[src/rtl/regfile_write_arbiter.sv]
// Register-file writeback arbiter: ALU (A) and load (B) requests are buffered
// in per-source FIFOs and drained one per cycle, round-robin, into rf_* regs.

module regfile_write_arbiter_fifo #(
   parameter int DEPTH = 2
) (
   input  logic        clk,
   input  logic        rst,
   input  logic        push,
   input  logic        pop,
   input  logic [2:0]  inReg,
   input  logic [15:0] inData,
   output logic        ready,
   output logic        notEmpty,
   output logic [2:0]  headReg,
   output logic [15:0] headData,
   output logic [7:0]  mask
);
   localparam int PW = (DEPTH > 2) ? 2 : 1;
   localparam int CW = PW + 1;

   logic [2:0]    regMem  [DEPTH];
   logic [15:0]   dataMem [DEPTH];
   logic [PW-1:0] wrPtr;
   logic [PW-1:0] rdPtr;
   logic [CW-1:0] count;

   assign ready    = (count < CW'(DEPTH));
   assign notEmpty = (count != '0);
   assign headReg  = regMem[rdPtr];
   assign headData = dataMem[rdPtr];

   always_ff @(posedge clk or posedge rst) begin
      if (rst) begin
         wrPtr <= '0;
         rdPtr <= '0;
         count <= '0;
      end else begin
         if (push) wrPtr <= wrPtr + PW'(1);
         if (pop)  rdPtr <= rdPtr + PW'(1);
         count <= count + CW'(push) - CW'(pop);
      end
   end

   always_ff @(posedge clk) begin
      if (push) begin
         regMem[wrPtr]  <= inReg;
         dataMem[wrPtr] <= inData;
      end
   end

   // Only the count entries starting at the read pointer are live.
   always_comb begin
      mask = '0;
      for (int unsigned k = 0; k < DEPTH; k++) begin
         if (CW'(k) < count) mask[regMem[rdPtr + PW'(k)]] = 1'b1;
      end
   end
endmodule

module regfile_write_arbiter #(
   parameter int DEPTH = 2
) (
   input  logic        clk,
   input  logic        rst,
   input  logic        a_valid,
   output logic        a_ready,
   input  logic [2:0]  a_reg,
   input  logic [15:0] a_data,
   input  logic        b_valid,
   output logic        b_ready,
   input  logic [2:0]  b_reg,
   input  logic [15:0] b_data,
   output logic        rf_we,
   output logic [2:0]  rf_waddr,
   output logic [15:0] rf_wdata,
   output logic [7:0]  pend_mask
);
   typedef enum logic {SRC_A = 1'b0, SRC_B = 1'b1} src_t;

   src_t        rrPtr;
   logic        aPush, bPush;
   logic        aNotEmpty, bNotEmpty;
   logic        grantA, grantB;
   logic [2:0]  aHeadReg, bHeadReg;
   logic [15:0] aHeadData, bHeadData;
   logic [7:0]  aMask, bMask;

   assign aPush = a_valid & a_ready;
   assign bPush = b_valid & b_ready;

   regfile_write_arbiter_fifo #(.DEPTH(DEPTH)) fifoA (
      .clk(clk), .rst(rst), .push(aPush), .pop(grantA),
      .inReg(a_reg), .inData(a_data), .ready(a_ready), .notEmpty(aNotEmpty),
      .headReg(aHeadReg), .headData(aHeadData), .mask(aMask)
   );

   regfile_write_arbiter_fifo #(.DEPTH(DEPTH)) fifoB (
      .clk(clk), .rst(rst), .push(bPush), .pop(grantB),
      .inReg(b_reg), .inData(b_data), .ready(b_ready), .notEmpty(bNotEmpty),
      .headReg(bHeadReg), .headData(bHeadData), .mask(bMask)
   );

   always_comb begin
      grantA = aNotEmpty & (~bNotEmpty | (rrPtr == SRC_A));
      grantB = bNotEmpty & ~grantA;
   end

   always_ff @(posedge clk or posedge rst) begin
      if (rst) begin
         rrPtr    <= SRC_A;
         rf_we    <= 1'b0;
         rf_waddr <= '0;
         rf_wdata <= '0;
      end else begin
         rf_we <= grantA | grantB;
         if (grantA) begin
            rf_waddr <= aHeadReg;
            rf_wdata <= aHeadData;
            rrPtr    <= SRC_B;
         end else if (grantB) begin
            rf_waddr <= bHeadReg;
            rf_wdata <= bHeadData;
            rrPtr    <= SRC_A;
         end
      end
   end

   assign pend_mask = aMask | bMask | (rf_we ? (8'b1 << rf_waddr) : 8'b0);
endmodule

[config.mk]
export PLATFORM = sky130hd
export DESIGN_NAME = regfile_write_arbiter
export DESIGN_NICKNAME = d
export VERILOG_FILES = /design/src/rtl/regfile_write_arbiter.sv
export SDC_FILE = /design/constraint.sdc
export NUM_CORES = 1
export LEC_CHECK = 0
export CAP_MARGIN = 10
export CORE_MARGIN = 1.5
export CORE_UTILIZATION = 49
export CTS_CLUSTER_DIAMETER = 200
export DETAILED_ROUTE_END_ITERATION = 10
export HOLD_SLACK_MARGIN = 0.06
export PLACE_DENSITY = 0.82
export SLEW_MARGIN = 20
export SYNTH_ARGS = -nofsm -noshare
export SYNTH_HDL_FRONTEND = slang
export SYNTH_HIERARCHICAL = 1
export SYNTH_SLANG_ARGS = --single-unit
export TNS_END_PERCENT = 100
[constraint.sdc]
create_clock -name clk -period 2.1 [get_ports clk]
set_clock_uncertainty 0.05 [all_clocks]
set_input_delay 0.42 -clock clk [delete_from_list [all_inputs] [get_ports clk]]
set_output_delay 0.42 -clock clk [all_outputs]
set_load 0.02 [all_outputs]
==> out/summary.log <==
qor: grt.global_route.usage.total 20.30%
qor: critical_path.critPathCaptureType output port
qor: timing.slew_viol_final 0
qor: drt.drt_iter0_drc 341
qor: drt.detailroute.via_count 3271
qor: critical_path.timing.critical_path.fanout_max 11
qor: yosys.synth_compound_gate_area_share 14.25%
qor: clock_tree.numCtsBuffers 9
qor: placement.place_hpwl 6925 um
qor: pwr.ir_drop 0.6974 mV
qor: yosys.syn_area_per_cell 13.70 um^2
qor: grt.grt_overflow 0
qor: floorplanning.die-area 10480 um^2
qor: final_layout.drive_above_1_share 32.75%
qor: critical_path.critical_path.slowest_cell dfrtp_2
qor: critical_path.timing.critical_path.max_delay_family flip-flops
qor: floorplanning.placement_rows 36
qor: clock_tree.clk_pin_slew_worst_paths 100 ps
qor: yosys.synthAdderAreaFrac 1.035%
qor: yosys.synth_async_sr_flop_share 27.62%
qor: timing.max_slew.worst_pin.slew 494.5 ps
qor: grt.grt_pass1_vias 3123
qor: drt.post_drt_via_cell_ratio 5.563
qor: pwr.power 9855 uW
qor: placement.setup_slack_after_placement -324.0 ps
qor: drt.route.antenna.remaining_nets 0
qor: final_layout.n_fill_cell 675
qor: clock_tree.numClockSinks 105
qor: critical_path.worstSetupStartpointType flop
qor: critical_path.worst_path_largest_cell_delay 430 ps
qor: placement.port_buffers 71
qor: placement.gpl.final_weighted_congestion 0.9356
qor: outcome.run_status finished with violations
qor: yosys.synth-simple-area-share 7.838%
qor: placement.place.detailed.instances 566
qor: timing.setup_ws -232.0 ps
qor: yosys.synth_top_area_cell edfxtp_1
qor: clock_tree.worstSkewPairLatency 360 ps
qor: yosys.synth_warnings 6
qor: yosys.synth_cell_type_count 39
qor: pwr.seqPwrFrac 32.7%
qor: timing.report.final.hold_viol_count 0
qor: min_path.worst_hold_path_type in2async
qor: yosys.synth_seq_area_share 62.18%
qor: pwr.switching_share 39.65%
qor: yosys.syn-cell-area 4837 um^2
qor: critical_path.critPathArrivalTime 1860 ps
qor: floorplanning.initial_util 49.95%
qor: critical_path.worst_ep_required_time 1630 ps
qor: timing.final.period_utilization 111.0%
qor: yosys.syn_inst 353
qor: outcome.failed_checks negative setup slack
qor: final_layout.diodes 0
qor: final_layout.syn2layout_area_growth 30.03%
qor: yosys.synth_top_family_by_area compound AO/OA/AOI/OAI gates
qor: floorplanning.io_pins 72
qor: pwr.power.density 1567 nW/um^2
qor: yosys.synth-xor-area-share 1.449%
qor: critical_path.r2r_setup_slack 40 ps
qor: pwr.power.static_leakage 0.002320 uW
qor: timing.maxClockFrequency 0.4288 GHz
qor: floorplanning.die-height 102.4 um
qor: yosys.synthTopCellsByArea edfxtp_1, dfrtp_1, mux2_2, o32ai_2, nand2b_1
qor: critical_path.timing.critical_path.cells buf_12, mux2i_4, nand2_1, o22ai_1, nor2_1, o21ai_1, buf_4
qor: yosys.synth_mux_area_share 9.260%
qor: grt.grt_antenna_before_repair 0
qor: grt.grt_start_max_net_pins 42
qor: final_layout.nets 496
qor: yosys.post_synth_edffs 76
qor: pwr.power_frac_comb 54.1%
qor: clock_tree.tritoncts done
qor: clock_tree.clock_tree.root_cell clkbuf_8
qor: critical_path.path_buf_inv 2
qor: yosys.post-synth-top-area-fraction 47.18%
qor: timing.final-setup-viol-count 8
qor: critical_path.crit-reg2reg-capture fifoA/count[1]$_DFF_PP0_
qor: yosys.yosys.cell_count.top_type edfxtp_1
qor: pwr.p_int 5947 uW
qor: yosys.synth_seq_cells 105
qor: floorplanning.fp.coreArea 9684 um^2
qor: pwr.total_switching_power 3907 uW
qor: floorplanning.floorplan.die.width 102.4 um
qor: timing.worst_slew_margin_rel 67.03%
qor: yosys.yosys_most_used_dff edfxtp_1
qor: critical_path.worst_r2r_startpoint fifoA/count[1]$_DFF_PP0_
qor: clock_tree.cts_max_level 3
qor: critical_path.path_class reg2out
qor: pwr.clkPwrFrac 13.2%
qor: timing.timing.final.crit_period 2332 ps
qor: drt.wl 10480 um
qor: grt.grt_first_pass_wirelength 15910 um
qor: drt.wire_length_per_cell_after_detailed_routing 17.83 um
qor: critical_path.worst-r2r-cell-count 8
qor: yosys.synth_commonest_cells edfxtp_1, mux2_2, dfrtp_1, nand2b_1, o21ai_0
qor: drt.remaining_drc_errors 0
qor: final_layout.final_util 64.95%
qor: yosys.synth_nets 399
qor: timing.grt_setup_unrepaired true
qor: drt.drt_first_pass_iters 5
qor: clock_tree.worst_case_clock_buffer_depth 2
qor: timing.hold_slack 264.0 ps
qor: final_layout.final_cell_count_no_fill 588
qor: flow_run.max-cap-violations 0
## registers in the layout, summed over array words and instances (netlist names)
signal	cells
rf_waddr	3
rf_we	1
rf_wdata	16
fifoA/wrPtr	1
fifoA/regMem	6
fifoB/count	2
fifoA/rdPtr	1
fifoB/rdPtr	1
fifoA/count	2
fifoB/regMem	6
fifoA/dataMem	32
rrPtr	1
fifoB/wrPtr	1
fifoB/dataMem	32
## placed cells by master (no fill, tap or decap), types with 3 or more instances in the layout
cell,n
o21ai_0,20
clkbuf_8,10
and2_1,4
a21oi_1,11
nand2_2,4
clkinv_4,3
a21oi_2,10
xor2_1,4
nor2_1,12
nand2b_1,22
buf_4,32
inv_2,5
dfrtp_1,27
nand2_1,11
ha_1,4
o21ai_1,5
edfxtp_1,76
o22ai_1,11
mux2_2,32
o32ai_2,10
xnor2_1,3
o32ai_1,9
mux2i_4,4
o22ai_2,5
buf_12,6
nand2b_4,3
inv_1,13
clkdlybuf4s50_1,61
mux2_4,3
## worst reg2reg max path: cells and delay by family (launching register included)
family,cells,cell delay [ps]
DFF,1,400
adders and majority gates,2,500
AOI/OAI and AO/OA,1,180
and+or+nand+nor,1,300
xor gates and xnor gates,2,340
buffers and inverters,2,220
## through the flow
step	setup TNS [ps]	area, um^2
floorplan	0	4847
finish	-1680	6290
global route	-2467	6290
CTS	-1695	6176
global placement	-2171	5862
detailed placement	-2559	5862
## layout make-up
class / instances / area [um^2] / share of cell area, %
Tap cell: 133 / 166.4 / 2.646
Timing Repair Buffer: 104 / 1017 / 16.17
Inverter: 18 / 67.56 / 1.074
Sequential cell: 105 / 3010 / 47.86
Multi-Input combinational cell: 212 / 1817 / 28.88
Clock inverter: 6 / 73.82 / 1.174
Clock buffer: 10 / 137.6 / 2.188
## per-layer routing
| layer | GRT usage [%] | vias to the layer above | wire length (um) |
|---|---|---|---|
| met5 | 0 | - | 0 |
| met3 | 3.830 | 27 | 528 |
| met1 | 28.08 | 1612 | 4649 |
| met2 | 30.97 | 114 | 4965 |
| li1 | - | 1518 | - |
| met4 | 10.01 | 0 | 340 |
## power groups by stage
stage / clock network, uW / logic [uW] / registers (uW)
after floorplan: 0 / 3110 / 3370
after global placement: 0 / 4760 / 3200
after detailed placement: 0 / 4910 / 3230
after CTS: 1320 / 5060 / 3210
after global routing: 1400 / 5730 / 3280
final: 1300 / 5330 / 3220
## logic make-up after synthesis
kind of cell / Yosys count
AOI/OAI and AO/OA: 91
xor gates and xnor gates: 8
adders and majority gates: 4
buffers and inverters: 36
DFF: 105
muxes: 40
and+or+nand+nor: 69
## what timing repair did
item	4_1_cts	5_1_grt
setup buffers	3	3
setup endpoints to repair	10	12
resized for setup	68	25
hold buffers	0	0
pin swaps	5	4
## how the worst max path moves through the flow
stage / startpoint / to / slack (ps) / cells past startpoint
2_1_floorplan: fifoB/count[1]$_DFF_PP0_ / fifoB/count[1]$_DFF_PP0_ / 40 / 10
3_3_place_gp: fifoB/rdPtr$_DFFE_PP0P_ / pend_mask[2] / -300 / 7
3_5_place_dp: fifoB/rdPtr$_DFFE_PP0P_ / pend_mask[6] / -320 / 8
4_1_cts: fifoB/rdPtr$_DFFE_PP0P_ / pend_mask[0] / -240 / 6
5_1_grt: fifoA/rdPtr$_DFFE_PP0P_ / pend_mask[4] / -340 / 7
6_report: fifoA/rdPtr$_DFFE_PP0P_ / pend_mask[4] / -230 / 7
Note: power is estimated with default switching activity, not from simulation.
